**config.mk**
```make
export PLATFORM = sky130hd
export DESIGN_NAME = genie_split_mc
export DESIGN_NICKNAME = d
export VERILOG_FILES = /design/src/rtl/genie_split_mc_pkg.sv /design/src/rtl/genie_split_mc_slot.sv /design/src/rtl/genie_split_mc.sv
export SDC_FILE = /design/constraint.sdc
export NUM_CORES = 1
export LEC_CHECK = 0
export ABC_AREA = 1
export BUFFER_PORTS_ARGS = -buffer_cell sky130_fd_sc_hd__buf_4
export CORE_MARGIN = 3
export CORE_UTILIZATION = 43
export DETAILED_ROUTE_END_ITERATION = 12
export MAX_ROUTING_LAYER = met4
export PLACE_DENSITY_LB_ADDON = 0.25
export SYNTH_ARGS = -nofsm -noshare
export SYNTH_HDL_FRONTEND = slang
export SYNTH_HIERARCHICAL = 1
export SYNTH_SLANG_ARGS = --single-unit
```
**constraint.sdc**
```tcl
create_clock -name clk -period 1.32 [get_ports clk]
set_input_delay 0.066 -clock clk [delete_from_list [all_inputs] [get_ports clk]]
set_output_delay 0.066 -clock clk [all_outputs]
set_load 0.02 [all_outputs]
```
**src/rtl/genie_split_mc_pkg.sv**
```systemverilog
// Shared defaults for the multicast split node.
package genie_split_mc_pkg;
  localparam int unsigned DEF_NO    = 2;
  localparam int unsigned DEF_WIDTH = 8;
endpackage

```
**src/rtl/genie_split_mc_slot.sv**
```systemverilog
// Single held beat with per-output pending bits; drains as outputs accept.
module genie_split_mc_slot
  import genie_split_mc_pkg::*;
#(
  parameter int unsigned NO    = DEF_NO,
  parameter int unsigned WIDTH = DEF_WIDTH
) (
  input  logic             clk,
  input  logic             reset,
  input  logic             load,
  input  logic [WIDTH-1:0] ld_data,
  input  logic             ld_eop,
  input  logic [NO-1:0]    ld_mask,
  input  logic [NO-1:0]    i_ready,
  output logic [NO-1:0]    o_valid,
  output logic [WIDTH-1:0] o_data,
  output logic             o_eop,
  output logic             drain_c
);

  logic [NO-1:0] pend;

  assign o_valid = pend;
  assign drain_c = (pend & ~i_ready) == '0;

  // A load replaces the pending set outright, so a new beat wins over the drain clear.
  always_ff @(posedge clk or negedge reset) begin
    if (!reset) begin
      pend   <= '0;
      o_data <= '0;
      o_eop  <= 1'b0;
    end else if (load) begin
      pend   <= ld_mask;
      o_data <= ld_data;
      o_eop  <= ld_eop;
    end else begin
      pend   <= pend & ~i_ready;
    end
  end

endmodule

```
**src/rtl/genie_split_mc.sv**
```systemverilog
// Multicast split: one stream in, each beat copied to the outputs in its packet's mask.
module genie_split_mc
  import genie_split_mc_pkg::*;
#(
  parameter int unsigned NO    = DEF_NO,
  parameter int unsigned WIDTH = DEF_WIDTH
) (
  input  logic             clk,
  input  logic             reset,
  input  logic [WIDTH-1:0] i_data,
  input  logic             i_valid,
  output logic             o_ready,
  input  logic             i_eop,
  input  logic [NO-1:0]    i_mask,
  output logic [NO-1:0]    o_valid,
  output logic [WIDTH-1:0] o_data,
  output logic             o_eop,
  input  logic [NO-1:0]    i_ready
);

  logic          in_pkt;
  logic [NO-1:0] pkt_mask;
  logic [NO-1:0] eff_mask_c;
  logic          drain_c;
  logic          xfer_c;

  assign o_ready    = reset & drain_c;
  assign xfer_c     = i_valid & o_ready;
  assign eff_mask_c = in_pkt ? pkt_mask : i_mask;

  genie_split_mc_slot #(.NO(NO), .WIDTH(WIDTH)) u_slot (
    .clk     (clk),
    .reset   (reset),
    .load    (xfer_c),
    .ld_data (i_data),
    .ld_eop  (i_eop),
    .ld_mask (eff_mask_c),
    .i_ready (i_ready),
    .o_valid (o_valid),
    .o_data  (o_data),
    .o_eop   (o_eop),
    .drain_c (drain_c)
  );

  // Mask is latched on the first beat of a multi-beat packet and reused until eop.
  always_ff @(posedge clk or negedge reset) begin
    if (!reset) begin
      in_pkt   <= 1'b0;
      pkt_mask <= '0;
    end else if (xfer_c) begin
      if (i_eop) begin
        in_pkt <= 1'b0;
      end else if (!in_pkt) begin
        in_pkt   <= 1'b1;
        pkt_mask <= i_mask;
      end
    end
  end

endmodule

```
Yosys cells after proc, flatten, opt, wreduce, memory -nomap -nowiden. Index checks and enable logic that the tools add are counted.

Muxes and demuxes: 3. Bitwise operators: 5. Reduce and logical (&&, ||, !) cells: 2.

Operator list (count): $mux 2 (2); $and 1x1->1 (2); $and 2x2->2 (1); $logic_not 2->1 (1); $not 2->2 (1); $reduce_and 2->1 (1); $mux 1 (1); $not 1->1 (1).

Output and inout port bits: 12. Logic and storage cells: 15. Register bits: 14. Bits of input ports: 16.

Depth between registers and ports, before layout. Gate-level depths: netlist (run 1).

Depth in word-level cells: 6. Depth in mapped cells: 10. Gate-level depth less buffers: 9.

Cells and area by module. Netlist (run 1), hierarchy kept.

By module, submodules not included: genie_split_mc_slot (instances 1, cells an instance 53, area each 451.7 um^2, sequential area each 275.3 um^2); genie_split_mc (instances 1, cells an instance 24, area each 160.2 um^2, sequential area each 75.1 um^2).

Worst setup path before layout (run 1). No wires, ideal clock.

Path type: register to register. From: register u_slot.pend[1] (netlist: u_slot/o_valid[1]). To: register u_slot.pend[1] (netlist: u_slot/o_valid[1]). Path slack: 0.076 ns. Period minus slack after synthesis: 1.244 ns. Arrival: 1.126 ns. Buffers on the path: 1. Data required time: 1.203 ns. Stages on the path, launching flop included: 10. Library setup time: 0.117 ns. Path through: dfrtp_1 > nand2_1 > nand2_1 > inv_1 > nand3_1 > inv_1 > inv_2 > buf_6 > nand3_2 > nand2_1.

Word-level cells in the longest chain between the ends: 5.

Ends and longest elaborated chain: start, declared (line genie_split_mc_slot.sv:21) `logic [NO-1:0] pend;`; start signal, assigned (line genie_split_mc_slot.sv:33) `pend <= ld_mask;`; start signal, assigned (line genie_split_mc_slot.sv:37) `pend <= pend & ~i_ready;`; $and 2x2->2 (line genie_split_mc_slot.sv:24) `assign drain_c = (pend & ~i_ready) == '0;`; $logic_not 2->1 (line genie_split_mc_slot.sv:24); net drain_c (line genie_split_mc.sv:24) `logic drain_c;`; $and 1x1->1 (line genie_split_mc.sv:27) `assign o_ready = reset & drain_c;`; $and 1x1->1 (line genie_split_mc.sv:28) `assign xfer_c = i_valid & o_ready;`; net xfer_c (line genie_split_mc.sv:25) `logic xfer_c;`; $mux 2 (line genie_split_mc_slot.sv:32) `end else if (load) begin`.

The timed path passes the listed nets, and every way through them passes these cells. A chain may end at the register's enable or synchronous reset.

Worst setup path after layout (run 1).
From: register u_slot.pend[0] (netlist: u_slot/o_valid[0]). To: output o_ready.

Word-level cells in the longest chain between the ends: 3.

Ends and longest elaborated chain: $and 2x2->2 (line genie_split_mc_slot.sv:24); $logic_not 2->1 (line genie_split_mc_slot.sv:24); net drain_c (line genie_split_mc.sv:24); $and 1x1->1 (line genie_split_mc.sv:27); end, declared (line genie_split_mc.sv:12) `output logic o_ready,`.

The timed path passes the listed nets, and every way through them passes these cells.

==> run summary, run 1 <==
Final Wtd Congestion - 0.690
Final Setup Violations - 0
largest net degree at the start of global routing - 18
yosys warns - 6
H-tree levels - 1
proportion of synthesized area in mux cells - 0%
Worst Clk Skew - 6.36 ps
vias per cell - 4.64
crit end category - output pin
Max Freq - 0.823 GHz
largest family of logic cells by synthesized area - simple AND/OR/NAND/NOR gates
Tcrit/Tclk final - 92.1%
synthesized cell area - 612 um^2
simple-gate share of the synthesized area - 32.5%
Crit Path Max Fanout - 3
post-DP HPWL - 1.00 mm
vias in the first global route - 580
Yosys top cell area share - 57.3%
# rows - 12
count of final hold-check violations - 0
sequential area share after synthesis - 57.3%
Mapped Avg Cell Area - 7.95 um^2
n_diodes - 0
Critical Path Max Stage Delay - 400 ps
CTS root buffer - clkbuf_4
status - finished clean
fin cells - 129
Synth area leaders - dfrtp_1 (57%), nand2_1 (28%), inv_1 (4.9%), buf_6 (1.8%), nand3_1 (1.6%)
Arr. time, crit path - 1150 ps
final instance area - 938 um^2
Crit path buffers/inverters - 3
worst-skew pair later-pin latency - 280 ps
antenna violations before repair - 0
most used cell, CP - nand2_1
leakage power - 0.549 nW
GRT Total Usage - 19.5%
CTS Buf Count - 3
top cells by instance count after synthesis - nand2_1 (45), dfrtp_1 (14), inv_1 (8)
xor/xnor share of the synthesized area - 0%
total grt overflow - 0
Cells after Synth - 77
clk slew on worst S/H paths - 90 ps
first-pass GRT wire length - 2.66 mm
Startpoint Class - flip-flop
final wirelength - 1.59 mm
Post-DRT Antenna Nets - 0
Post-Synth Adder-Cell Area - 0%
Nets - 133
post-synthesis compound-gate area fraction - 1.64%
number of flops mapped to enable cells by yosys - 0
worst slew pin tran - 217 ps
Ports - 28
Port Buf Inserts - 27
CP Class - reg -> out
syn_nets - 93
Die Height - 43.7 um
Synth area leader - dfrtp_1
clk sinks - 14
synthesized flop and latch total - 14
WP data required - 1250 ps
Area after DPL - 821 um^2
Max VDD drop - 0.000716 V
Slew Viols, Final - 0
Core ar. - 1220 um^2
Synth cell types - 11
Rel. slew slack - 85.5%
Max-Cap Viols - 0
layout cells sized above 1 - 30.4%
Starting Density - 50.3%
DRC - 0
Die W - 43.7 um
Pwr Density - 1260 nW/um^2
Max Root-Sink Buffers - 2
CP top delay family - flip-flops
CTS tree - yes
Pre-Repair DR Iteration Count - 4
ys flop type - dfrtp_1
post-layout minimum cycle time - 1220 ps
Initial DRC Count - 16
HP Class - in -> reg
Cell Chain, Critical Path - nand2_1 > nand2_1 > inv_1 > nand2_1 > inv_1 > buf_4
Placed Cells - 117
Async S/R FF share, synth - 100%
most common cell in the netlist - nand2_1
crit path max-delay cell type - dfrtp_1
Post-CTS Setup Bufs - 0
Area Overhead vs Synth - 53.4%
via count - 599
die area - 1910 um^2
post-DR wirelength/cell - 12.4 um
metrics by stage:
stage	hold slack [ps]	utilization, %	setup slack, ps	TNS [ps]	power (mW)
CTS	5.76	76.7	74.1	0	1.19
global placement	-69.5	67.5	151	0	0.913
global route	34.4	77.2	-9.57	-9.65	1.25
finish	7.22	77.2	105	0	1.19
floorplan	-230	-	76.3	0	0.753
detailed placement	-65.5	67.5	88.2	0	0.925
layout make-up:
type | instances | area, um^2
Sequential cell | 14 | 350
Timing Repair Buffer | 37 | 300
Fill cell | 87 | 278
Multi-Input combinational cell | 52 | 214
Inverter | 9 | 33.8
Clock buffer | 3 | 22.5
Tap cell | 14 | 17.5
kinds of logic (layout without fill, tap and decap cells):
kind of cell,after synthesis,after routing
AO/OA/AOI/OAI,2,2
buffers and inverters,11,49
flip-flops,14,14
AND/OR/NAND/NOR,50,50
tightest hold or removal path: stages:
cell     delay, ps
buf_4           90
nand2_1         50
nand2_1         50
power breakdown:
group,switching (mW),total [mW],internal (mW)
Clock,0.136,0.242,0.106
Combinational,0.208,0.380,0.172
Sequential,0.0544,0.564,0.510
routing by layer:
layer | vias up | wire (um) | global-route usage [%] | share of wire [%]
li1 | 307 | - | - | -
met1 | 272 | 666 | 22.7 | 42
met2 | 16 | 829 | 32.8 | 52
met3 | 4 | 77 | 2.49 | 4.8
met4 | 0 | 20 | 9.04 | 1.3
met5 | - | 0 | - | 0
layout by cell type, fill, tap and decap left out, drive strengths merged:
master | synthesis | routed
dlygate4sd3 | 0 | 9
nand3 | 3 | 3
nand2 | 45 | 45
o21ai | 2 | 2
nor2 | 1 | 1
buf | 2 | 28
nand4 | 1 | 1
inv | 9 | 9
clkbuf | 0 | 3
dfrtp | 14 | 14
final timing paths:
kind                                         startpoint                            to  slack (ps)  depth (start not counted)
max                         u_slot/o_valid[0]$_DFF_PN0_                       o_ready         100                          6
min                                               i_eop      u_slot/o_eop$_DFFE_PN0P_           7                          3
max reg2reg                 u_slot/o_valid[0]$_DFF_PN0_  u_slot/o_data[6]$_DFFE_PN0P_         130                          8
min reg2reg                u_slot/o_data[7]$_DFFE_PN0P_  u_slot/o_data[7]$_DFFE_PN0P_         480                          2
max in group asynchronous                         reset   u_slot/o_valid[1]$_DFF_PN0_         920                          2
min in group asynchronous                         reset  u_slot/o_data[2]$_DFFE_PN0P_         210                          2
sequential cells by signal, indices dropped and copies added (netlist names):
register	count
in_pkt	1
pkt_mask	2
u_slot/o_data	8
u_slot/o_eop	1
u_slot/o_valid	2
timing repair:
action / in CTS / in global routing
gates resized for setup: 0 / 2
hold buffers: 9 / 0
hold endpoints to repair: 22 / 0
endpoints found under the setup margin: 0 / 11
No activity file was read; power rests on OpenSTA's default activity.
==> run 2, diff against run 1 <==
--- a/config.mk
+++ b/config.mk
@@ -12,6 +12,7 @@
 export DETAILED_ROUTE_END_ITERATION = 12
 export MAX_ROUTING_LAYER = met4
 export PLACE_DENSITY_LB_ADDON = 0.25
+export REMOVE_ABC_BUFFERS = 1
 export SYNTH_ARGS = -nofsm -noshare
 export SYNTH_HDL_FRONTEND = slang
 export SYNTH_HIERARCHICAL = 1
==> run 2 against run 1 <==
First-iteration DRC count shrank 75%. Clock power rose by 28%. Critical path depth unchanged. Sequential cell count unchanged. Highest routed layer unchanged. Wire length fell by 6.3%.
==> run summary, run 2 (synthesis results as in run 1) <==
status - finished clean (unchanged)
Final Setup Violations - 0 (unchanged)
Die W - 43.7 um (unchanged)
CTS tree - yes (unchanged)
CTS root buffer - clkbuf_4 (unchanged)
Crit Path Max Fanout - 3 (unchanged)
Final Wtd Congestion - 0.796 (was 0.690)
worst-skew pair later-pin latency - 280 ps (about the same)
vias per cell - 4.58 (was 4.64)
Final Hold Slack - 32.0 ps (was 7.22 ps)
crit path launch - u_slot/o_valid[1]$_DFF_PN0_ (was u_slot/o_valid[0]$_DFF_PN0_)
Reg with most FFs - u_slot/o_data (unchanged)
via count - 596 (was 599)
layout cells sized above 1 - 31.9% (was 30.4%)
post-DP HPWL - 968 um (was 1.00 mm)
most common cell after layout, fill and taps aside - nand2_1 (unchanged)
die area - 1910 um^2 (unchanged)
antenna violations before repair - 0 (unchanged)
clk sinks - 14 (unchanged)
count of final hold-check violations - 0 (unchanged)
total grt overflow - 0 (unchanged)
Rel. slew slack - 85.9% (was 85.5%)
Starting Density - 50.3% (unchanged)
number of flip-flops in the largest register - 8 (unchanged)
n_diodes - 0 (unchanged)
clk slew on worst S/H paths - 90 ps (about the same)
CP Class - reg -> out (unchanged)
GRT Total Usage - 18.5% (was 19.5%)
post-layout minimum cycle time - 1190 ps (was 1220 ps)
leakage power - 0.557 nW (was 0.549 nW)
Slew Viols, Final - 0 (unchanged)
Max-Cap Viols - 0 (unchanged)
Arr. time, crit path - 1120 ps (was 1150 ps)
Post-DRT Antenna Nets - 0 (unchanged)
Critical Path Max Stage Delay - 410 ps (was 400 ps)
final wirelength - 1.49 mm (was 1.59 mm)
post-DR wirelength/cell - 11.5 um (was 12.4 um)
Max Root-Sink Buffers - 2 (unchanged)
Startpoint Class - flip-flop (unchanged)
Area Overhead vs Synth - 55.6% (was 53.4%)
Nets - 133 (unchanged)
most used cell, CP - nand2_1 (unchanged)
overall power - 1.25 mW (was 1.19 mW)
Pwr Density - 1310 nW/um^2 (was 1260 nW/um^2)
crit end category - output pin (unchanged)
DRC - 0 (unchanged)
Port Buf Inserts - 27 (unchanged)
crit path max-delay cell type - dfrtp_1 (unchanged)
Die Height - 43.7 um (unchanged)
Ports - 28 (unchanged)
H-tree levels - 1 (unchanged)
WP data required - 1250 ps (about the same)
Max VDD drop - 0.000855 V (was 0.000716 V)
Reg-to-Reg Start - u_slot/o_valid[1]$_DFF_PN0_ (was u_slot/o_valid[0]$_DFF_PN0_)
Tcrit/Tclk final - 90.1% (was 92.1%)
HP Class - in -> reg (unchanged)
Area after DPL - 821 um^2 (unchanged)
worst slew pin tran - 211 ps (was 217 ps)
largest net degree at the start of global routing - 18 (unchanged)
Pre-Repair DR Iteration Count - 4 (unchanged)
CTS Buf Count - 3 (unchanged)
first-pass GRT wire length - 2.50 mm (was 2.66 mm)
Core ar. - 1220 um^2 (unchanged)
RSZ-0062 raised after global routing - false
Cell Chain, Critical Path - nand2_1 > nand2_1 > inv_2 > nand2_1 > inv_1 > buf_4 (was nand2_1 > nand2_1 > inv_1 > nand2_1 > inv_1 > buf_4)
vias in the first global route - 603 (was 580)
final instance area - 952 um^2 (was 938 um^2)
commonest non-fill, non-tap cells in the layout - nand2_1 (45), buf_4 (28), dfrtp_1 (14), dlygate4sd3_1 (9), inv_1 (6) (was nand2_1 (45), buf_4 (28), dfrtp_1 (14), dlygate4sd3_1 (9), inv_1 (7))
Post-CTS Setup Bufs - 0 (unchanged)
hold_sp - i_ready[1] (was i_eop)
# rows - 12 (unchanged)
Max Freq - 0.841 GHz (was 0.823 GHz)
Worst Clk Skew - 0.275 ps (was 6.36 ps)
Initial DRC Count - 4 (was 16)
==> run 2: worst max-delay path, delay by kind of cell (launching register included) <==
family,cells,cell delay [ps]
flops,1,410
simple gates,3,190
buf+inv,3,250
==> run 2: path summary, 6_finish.rpt <==
| kind | end | slack (ps) | cells past startpoint |
|---|---|---|---|
| worst min-delay path | u_slot/o_valid[1]$_DFF_PN0_ | 30 | 4 |
| worst min register to register | u_slot/o_data[6]$_DFFE_PN0P_ | 480 | 2 |
| worst max register to register | u_slot/o_eop$_DFFE_PN0P_ | 140 | 8 |
| max in group asynchronous | pkt_mask[1]$_DFFE_PN0P_ | 970 | 2 |
| worst max-delay path | o_ready | 130 | 6 |
| min in group asynchronous | u_slot/o_data[0]$_DFFE_PN0P_ | 170 | 2 |
==> run 2: through the flow <==
step                utilization [%]  instances  setup TNS, ps  worst slack, ps
detailed placement             67.5        117              0              112
finish                         78.3        130              0              131
global route                   78.3        130              0             19.5
floorplan                         -         75           -280            -49.4
global placement               67.5        117              0              165
CTS                            77.9        130              0             67.7
==> run 2: area by class of cell <==
type | instances | area [um^2]
sequential | 14 | 350
timing repair buffer | 37 | 300
fill | 87 | 264
multi-input combinational | 52 | 214
clock buffer | 4 | 36.3
inverter | 9 | 33.8
tap | 14 | 17.5
==> run 2: power breakdown <==
part	switching (mW)	total (mW)	internal [mW]
clock network	0.142	0.310	0.168
registers	0.0493	0.559	0.510
logic	0.208	0.381	0.173
total	0.400	1.25	0.850
==> run 2: metal layers <==
metal / track usage [%] / part of all wire, % / wire length [um]
met1: 21.4 / 42 / 633
met2: 30.8 / 52 / 773
met3: 4.15 / 5.3 / 79
met5: - / 0 / 0
met4: 7.23 / 0.47 / 7
==> run 2: timing repair <==
| item | CTS | global route |
|---|---|---|
| hold buffers | 9 | 0 |
| gates resized for setup | 0 | 3 |
| endpoints found under the hold margin | 22 | 0 |
| endpoints found under the setup margin | 0 | 11 |
